## config.mk

```make
export PLATFORM = sky130hd
export DESIGN_NAME = deserializer
export DESIGN_NICKNAME = d
export VERILOG_FILES = /design/src/rtl/ser_pkg.sv /design/src/rtl/deser_fifo.sv /design/src/rtl/deserializer.sv
export SDC_FILE = /design/constraint.sdc
export NUM_CORES = 1
export LEC_CHECK = 0
export ABC_AREA = 0
export CAP_MARGIN = 20
export CORE_MARGIN = 5
export CORE_UTILIZATION = 35
export CTS_CLUSTER_SIZE = 16
export DETAILED_ROUTE_END_ITERATION = 10
export HOLD_SLACK_MARGIN = 0.03
export SLEW_MARGIN = 20
export SYNTH_ARGS = -nofsm -noshare
export SYNTH_HDL_FRONTEND = slang
export SYNTH_HIERARCHICAL = 1
export SYNTH_SLANG_ARGS = --single-unit
```

## constraint.sdc

```tcl
create_clock -name clk_i -period 6.05 [get_ports clk_i]
set_input_delay 0.9075 -clock clk_i [delete_from_list [all_inputs] [get_ports clk_i]]
set_output_delay 0.9075 -clock clk_i [all_outputs]
set_load 0.01 [all_outputs]
```

## src/rtl/ser_pkg.sv

```systemverilog
// Constants shared by the serializer and deserializer.
package ser_pkg;

  localparam int unsigned SER_DATA_W     = 16;
  localparam int unsigned SER_LEN_W      = $clog2(SER_DATA_W) + 1;
  localparam int unsigned SER_FIFO_DEPTH = 4;
  localparam int unsigned DROP_CNT_W     = 8;

endpackage

```

## src/rtl/deser_fifo.sv

```systemverilog
// First-word-fall-through word buffer.
// A write into a full buffer is taken only when a read happens in the same cycle.
module deser_fifo #(
  parameter int unsigned WIDTH = 21,
  parameter int unsigned DEPTH = 4
) (
  input  logic             clk_i,
  input  logic             srst_i,
  input  logic             wr_valid_i,
  input  logic [WIDTH-1:0] wr_data_i,
  output logic             wr_ready_o,
  output logic             rd_valid_o,
  output logic [WIDTH-1:0] rd_data_o,
  input  logic             rd_ready_i
);

  localparam int unsigned PtrW = (DEPTH > 1) ? $clog2(DEPTH) : 1;
  localparam int unsigned CntW = $clog2(DEPTH + 1);

  logic [WIDTH-1:0] mem_q [DEPTH];
  logic [PtrW-1:0]  wptr_q, wptr_d;
  logic [PtrW-1:0]  rptr_q, rptr_d;
  logic [CntW-1:0]  count_q, count_d;
  logic             push, pop;

  assign rd_valid_o = (count_q != '0);

  always_comb begin
    pop        = rd_valid_o & rd_ready_i;
    wr_ready_o = (count_q != CntW'(DEPTH)) | pop;
    push       = wr_valid_i & wr_ready_o;
    wptr_d     = wptr_q + PtrW'(push);
    rptr_d     = rptr_q + PtrW'(pop);
    count_d    = count_q + CntW'(push) - CntW'(pop);
    // Idle head reads as zero so outputs are clean after reset.
    rd_data_o  = rd_valid_o ? mem_q[rptr_q] : '0;
  end

  always_ff @(posedge clk_i) begin
    if (srst_i) begin
      wptr_q  <= '0;
      rptr_q  <= '0;
      count_q <= '0;
    end else begin
      wptr_q  <= wptr_d;
      rptr_q  <= rptr_d;
      count_q <= count_d;
    end
  end

  always_ff @(posedge clk_i) begin
    if (push) begin
      mem_q[wptr_q] <= wr_data_i;
    end
  end

endmodule

```

## src/rtl/deserializer.sv

```systemverilog
// MSB-first serial-to-parallel converter with flush of partial words,
// a FWFT output buffer and saturating accounting of words lost to a full buffer.
module deserializer
  import ser_pkg::*;
#(
  parameter int unsigned DATA_W     = SER_DATA_W,
  parameter int unsigned FIFO_DEPTH = SER_FIFO_DEPTH,
  localparam int unsigned LEN_W     = $clog2(DATA_W) + 1
) (
  input  logic                  clk_i,
  input  logic                  srst_i,
  input  logic                  data_i,
  input  logic                  data_val_i,
  input  logic                  flush_i,
  output logic [DATA_W-1:0]     deser_data_o,
  output logic [LEN_W-1:0]      deser_len_o,
  output logic                  deser_data_val_o,
  input  logic                  deser_data_ready_i,
  output logic                  drop_o,
  output logic [DROP_CNT_W-1:0] drop_cnt_o
);

  localparam int unsigned CntW = $clog2(DATA_W);

  logic [DATA_W-1:0]       shift_q, shift_d, word;
  logic [CntW-1:0]         cnt_q, cnt_d;
  logic [LEN_W-1:0]        fill;
  logic                    complete, push_valid, push_ready, drop;
  logic                    drop_q;
  logic [DROP_CNT_W-1:0]   drop_cnt_q, drop_cnt_d;
  logic [LEN_W+DATA_W-1:0] head;

  always_comb begin
    // Bits are placed directly at their final position, keeping partial words left-aligned.
    word = shift_q;
    if (data_val_i) begin
      word[CntW'(DATA_W - 1) - cnt_q] = data_i;
    end
    fill       = LEN_W'(cnt_q) + LEN_W'(data_val_i);
    complete   = (fill == LEN_W'(DATA_W));
    push_valid = complete | (flush_i & (fill != '0));
    drop       = push_valid & ~push_ready;

    if (push_valid) begin
      shift_d = '0;
      cnt_d   = '0;
    end else begin
      shift_d = word;
      cnt_d   = cnt_q + CntW'(data_val_i);
    end

    drop_cnt_d = drop_cnt_q;
    if (drop && (drop_cnt_q != '1)) begin
      drop_cnt_d = drop_cnt_q + DROP_CNT_W'(1);
    end
  end

  always_ff @(posedge clk_i) begin
    if (srst_i) begin
      shift_q    <= '0;
      cnt_q      <= '0;
      drop_q     <= 1'b0;
      drop_cnt_q <= '0;
    end else begin
      shift_q    <= shift_d;
      cnt_q      <= cnt_d;
      drop_q     <= drop;
      drop_cnt_q <= drop_cnt_d;
    end
  end

  deser_fifo #(
    .WIDTH (LEN_W + DATA_W),
    .DEPTH (FIFO_DEPTH)
  ) u_fifo (
    .clk_i      (clk_i),
    .srst_i     (srst_i),
    .wr_valid_i (push_valid),
    .wr_data_i  ({fill, word}),
    .wr_ready_o (push_ready),
    .rd_valid_o (deser_data_val_o),
    .rd_data_o  (head),
    .rd_ready_i (deser_data_ready_i)
  );

  assign deser_len_o  = head[LEN_W+DATA_W-1:DATA_W];
  assign deser_data_o = head[DATA_W-1:0];
  assign drop_o       = drop_q;
  assign drop_cnt_o   = drop_cnt_q;

endmodule

```

== Word level (Yosys, flattened, before mapping) ==
Memory sizes are Yosys's and may differ from the RTL's. A register that Yosys moved wholly into a read port is not among the register bits.
Cells that the tools add are included.

* Flip-flop bits (word level): 36
* Bits in writable memories: 84
* Output and inout bits: 31
* Word-level logic and storage cells: 41
* Memories: 1

* Add/subtract/negate cells: 8
* $lt $le $gt $ge: 2
* Equality and inequality tests: 3
* Multiplexer cells: 8
* Bitwise operators: 7
* Reductions and logical operators: 5

{| class="wikitable"
|+ Memory list
! memory !! depth !! bits a word !! read ports !! clocked after memory_dff !! write ports !! RTL line !! RTL
|-
| u_fifo.mem_q || 4 || 21 || 1 || 1 || 1 || deser_fifo.sv:20 || <nowiki>logic [WIDTH-1:0] mem_q [DEPTH];</nowiki>
|}

{| class="wikitable"
|+ Operators by type and width
! operator !! number
|-
| $mux W21 || 1
|-
| $bwmux W16 || 1
|-
| $mux W16 || 1
|-
| $add A8 B1 Y8 const B || 1
|-
| $ne A8 B8 Y1 const B || 1
|-
| $add A4 B1 Y5 || 1
|-
| $eq A5 B5 Y1 const B || 1
|-
| $lt A4 B5 Y1 const B || 1
|-
| $reduce_bool A5 Y1 || 1
|-
| $add A2 B1 Y2 || 2
|-
| $add A4 B1 Y4 || 1
|-
| $and A1 B1 Y1 || 4
|-
| $demux W1 S4 || 1
|-
| $ge A4 B1 Y1 const B || 1
|-
| $sub A4 B4 Y4 const A || 1
|-
| $add A3 B1 Y3 || 1
|-
| $mux W1 || 3
|-
| $ne A3 B3 Y1 const B || 1
|-
| $reduce_bool A3 Y1 || 1
|-
| $sub A3 B1 Y3 || 1
|-
| $logic_and A1 B1 Y1 || 2
|-
| $mux W2 || 1
|-
| $or A1 B1 Y1 || 2
|-
| $reduce_or A2 Y1 || 1
|-
| $not A1 Y1 || 1
|}

== Depth between registers and ports, before layout ==
* Depth in word-level cells: 7
* Gate-level depth with buffers: 12
* Mapped depth without buffers: 12

== Modules after synthesis ==
The synthesis kept the hierarchy.

{| class="wikitable"
|+ Modules (own cells, without submodules)
! module !! times used !! cells an instance !! area an instance (µm²) !! sequential area each (µm²)
|-
| deser_fifo || 1 || 167 || 3,552.2 || 2,662.6
|-
| deserializer || 1 || 154 || 1,512.7 || 580.6
|}

== Least setup slack after synthesis ==
No wires, ideal clock.

* Kind: in2reg
* Start point: input data_val_i
* End point: memory u_fifo.mem_q[0][0], enable pin
* Library setup time: 461 ps
* Arrival time: 4,363 ps
* Setup slack: 1,226 ps
* Stages: 6
* Buffers on the path: 0
* Cells stage by stage: ha_1 ha_1 nand4bb_1 o22a_1 o21ai_2 nor4b_1

* Longest elaborated chain between the ends: 7
* Elaborated cells on any way between the ends: 8

{| class="wikitable"
|+ RTL lines
! what !! RTL line !! RTL
|-
| from (decl) || deserializer.sv:13 || <nowiki>input logic data_val_i,</nowiki>
|-
| $add A4 B1 Y5 (*) || deserializer.sv:39 || <nowiki>fill = LEN_W'(cnt_q) + LEN_W'(data_val_i);</nowiki>
|-
| named net fill[1] || deserializer.sv:27 || <nowiki>logic [LEN_W-1:0] fill;</nowiki>
|-
| $reduce_bool A5 Y1 || deserializer.sv:41 || <nowiki>push_valid = complete | (flush_i & (fill != '0));</nowiki>
|-
| $and A1 B1 Y1 || deserializer.sv:41 ||
|-
| $or A1 B1 Y1 (*) || deserializer.sv:41 ||
|-
| named net push_valid || deserializer.sv:28 || <nowiki>logic complete, push_valid, push_ready, drop;</nowiki>
|-
| $and A1 B1 Y1 (*) || deser_fifo.sv:31 || <nowiki>push = wr_valid_i & wr_ready_o;</nowiki>
|-
| $mux W1 (*) || deser_fifo.sv:52 || <nowiki>if (push) begin</nowiki>
|-
| $mux W1 (implied by the code) (*) || deser_fifo.sv:53 || <nowiki>mem_q[wptr_q] <= wr_data_i;</nowiki>
|-
| to (decl) || deser_fifo.sv:20 ||
|}

Mark *: on every way through the listed nets, which the timed path passes. The rest lies on a longest branch.

== Worst setup path in the final report ==
* Start point: input data_val_i
* End point: register u_fifo.count_q[2]

* Longest elaborated chain between the ends: 7
* Elaborated cells on any way between the ends: 8

{| class="wikitable"
|+ RTL lines
! what !! RTL line !! RTL
|-
| $add A4 B1 Y5 (*) || deserializer.sv:39 ||
|-
| named net fill[2] || deserializer.sv:27 ||
|-
| $reduce_bool A5 Y1 || deserializer.sv:41 ||
|-
| $and A1 B1 Y1 || deserializer.sv:41 ||
|-
| $or A1 B1 Y1 (*) || deserializer.sv:41 ||
|-
| named net push_valid || deserializer.sv:28 ||
|-
| $and A1 B1 Y1 (*) || deser_fifo.sv:31 ||
|-
| $add A3 B1 Y3 (*) || deser_fifo.sv:34 || <nowiki>count_d = count_q + CntW'(push) - CntW'(pop);</nowiki>
|-
| $sub A3 B1 Y3 (*) || deser_fifo.sv:34 ||
|-
| to (signal assigned) || deser_fifo.sv:47 || <nowiki>count_q <= count_d;</nowiki>
|-
| to (decl) || deser_fifo.sv:23 || <nowiki>logic [CntW-1:0] count_q, count_d;</nowiki>
|}

Marks and branches as above.
A chain may end at the register's enable or synchronous reset.

==> flow_summary.ini <==
[synth]
yosysSeqAreaShare = 0.6403
syn_inst = 321
syn-cell-area_um2 = 5065
syn-num-nets = 335
synth_most_common_cell = edfxtp_1
async_reset_ff_frac = 0
synth_edf_count = 84
synthTopCellsByCount = edfxtp_1 (84), dfxtp_1 (36), nor2_1 (23), and2_1 (22), mux4_2 (20)
synth_top_area_frac = 0.4980
syn_avg_cell_area_um2 = 15.78
synth_area_leaders = edfxtp_1 (50%), dfxtp_1 (14%), mux4_2 (8.9%), mux2_2 (3.8%), nor2b_2 (2.9%)
ys.flop_type = edfxtp_1
synth-warning-count = 6
yosysUniqueCellTypes = 49
synth_seq_cells = 120
synth_top_area_cell = edfxtp_1

[cts]
numClockSinks = 120
numCtsBuffers = 17
cts_buffer_depth = 2
h-tree-depth = 4
path_clk_slew_ps = 50
cts_tree = done
cts_resized = 0
clk_latency_ps = 400
clockRootBuffer = clkbuf_16
cts_setup_buffers = 0
ctsHoldBuffers = 0

[setup_path]
crit_type = primary input to flip-flop
worstPathArrival_ps = 4060
required_ps = 6310
cp-end-kind = flip-flop
worst_setup_path_start_kind = primary input
worstPathMaxFanout = 12

[global_routing]
grt_overflow = 0
grt_pass1_vias = 2865
grt_antenna_before_repair = 0
grt_pass1_wl_um = 14860
grtUsageTotal = 0.1171
grt_max_degree = 24

[outcome]
status = completed

[route]
drc_errors = 0
vias = 2691
drtIter0Drc = 209
via_per_inst = 4.754
dr.pass1.iters = 4
wl_per_cell_um = 15.80
postRouteWirelength_um = 8944
drtAntennaViolNets = 0

[sta]
tightest_slew_ps = 902.5
min_period_ps = 3802
clock.fmax_mhz = 263.0
slew-limit-headroom = 0.3967
rsz0062_at_grt = false
tns_ps = 0
maxSlewViolCount = 0
hold_viol_final = 0
fin_crit_sh = 0.6284
setup_violations = 0
fin_skew_ps = 6.970

[cells_and_area]
nNetsFinal = 383
diodes = 0
fin_util = 0.4381
seqCellArea_um2 = 3244
nFillCells = 1271
multiInputGateArea_um2 = 1752
drive_above_1_share = 0.2618
area_delta_synth_final_pct = 24.28

[hold_path]
hp-class = flip-flop to flip-flop

[place]
dp_hpwl_um = 5546
place.gp.congestion = 0.7007
port_buffers = 36

[die]
io_pins = 37
die_h_um = 130.3
die_area_um2 = 16980
die_w_um = 130.3
core_um2 = 14370
start_util = 0.3525
num_rows = 44

[power]
seq_power_share = 0.371
swShare = 0.2253
p_comb_frac = 0.204
power.total_w = 0.002593
intPower_w = 0.002009
vdd_ir_drop_max_uv = 150.1
power_density_nw_per_um2 = 411.9
p_clk_frac = 0.425
power_leakage_nw = 2.081
switchingPower_w = 0.0005842

[run]
cap_violations = 0
[power groups by stage]
stage	clock network [W]	logic (W)	registers, W
after floorplan	0	0.000342	0.000965
after global placement	0	0.000544	0.000974
after detailed placement	0	0.000549	0.000978
after CTS	0.00113	0.000550	0.000962
after global routing	0.00116	0.000586	0.000967
final	0.00110	0.000530	0.000961
[metal layers]
metal	share of wire	GRT usage	vias to the layer above
met3	0.036	0.03848	11
met5	0	0	-
met1	0.44	0.1426	1335
li1	-	-	1299
met4	0.014	0.04218	0
met2	0.51	0.1949	46
[critical path, cell delays in order]
cell             delay (ps)
clkdlybuf4s50_1         580
ha_1                    290
ha_1                    260
xor2_2                  300
a2111oi_4               110
o21ai_2                 390
nand2b_1                110
ha_1                    280
inv_1                    40
ha_1                    180
fa_1                    370
xor3_1                  200
nor2_1                   40
[sequential cells by signal, indices dropped and copies added (netlist names)]
name and count:
cnt_q 4, drop_cnt_o 8, drop_o 1, shift_q 16, u_fifo/count_q 3, u_fifo/mem_q 84, u_fifo/rptr_q 2, u_fifo/wptr_q 2
[per-stage QoR]
| step | worst slack, ps | hold WS [ps] | instance area, um2 | cells |
|---|---|---|---|---|
| 2_1_floorplan | 1226 | 523.7 | 5065 | 321 |
| 3_3_place_gp | 1836 | 529.8 | 5640 | 534 |
| 3_5_place_dp | 1747 | 534.3 | 5642 | 534 |
| 4_1_cts | 2170 | 549.1 | 6294 | 566 |
| 5_1_grt | 1992 | 574.3 | 6295 | 566 |
| 6_report | 2248 | 550.6 | 6295 | 566 |
[final cells by class]
| class | instances | share of cell area |
|---|---|---|
| tap | 184 | 0.03657 |
| clock buffer | 21 | 0.07156 |
| multi-input combinational | 183 | 0.2783 |
| inverter | 7 | 0.004174 |
| timing repair buffer | 40 | 0.06202 |
| sequential | 120 | 0.5154 |
| clock inverter | 11 | 0.03200 |
[logic make-up (layout without fill, tap and decap cells)]
group | after synthesis | count (layout) | share of synthesized area
buffers and inverters | 18 | 79 | 0.02124
DFF | 120 | 120 | 0.6403
and+or+nand+nor | 117 | 117 | 0.1433
AOI/OAI and AO/OA | 12 | 12 | 0.02248
muxes | 41 | 41 | 0.1383
adders and majority gates | 8 | 8 | 0.02124
xor gates and xnor gates | 5 | 5 | 0.01309
[path summary, 6_finish.rpt]
path                        to     startpoint  slack [ps]  cells past startpoint
max          u_fifo/count_q[2]     data_val_i        2250                     13
min              drop_cnt_o[6]  drop_cnt_o[6]         550                      2
max reg2reg  u_fifo/count_q[2]       cnt_q[0]        2930                     12
min reg2reg      drop_cnt_o[6]  drop_cnt_o[6]         550                      2
[cells in the final DEF (no fill, tap or decap), drive strengths merged, types with 2 or more instances in the layout]
| master | instances |
|---|---|
| nand2 | 12 |
| nor3b | 2 |
| clkinv | 5 |
| xnor2 | 3 |
| and3 | 4 |
| inv | 7 |
| bufinv | 6 |
| or2 | 3 |
| nor4bb | 3 |
| dfxtp | 36 |
| nand2b | 4 |
| nand4 | 3 |
| clkbuf | 21 |
| mux4 | 21 |
| edfxtp | 84 |
| a21oi | 4 |
| buf | 4 |
| nor2 | 23 |
| nor2b | 27 |
| nor4b | 2 |
| and2 | 22 |
| mux2 | 19 |
| clkdlybuf4s50 | 36 |
| ha | 7 |
| nor3 | 2 |
| nand3 | 4 |
Power figures use the tool's default switching activity.
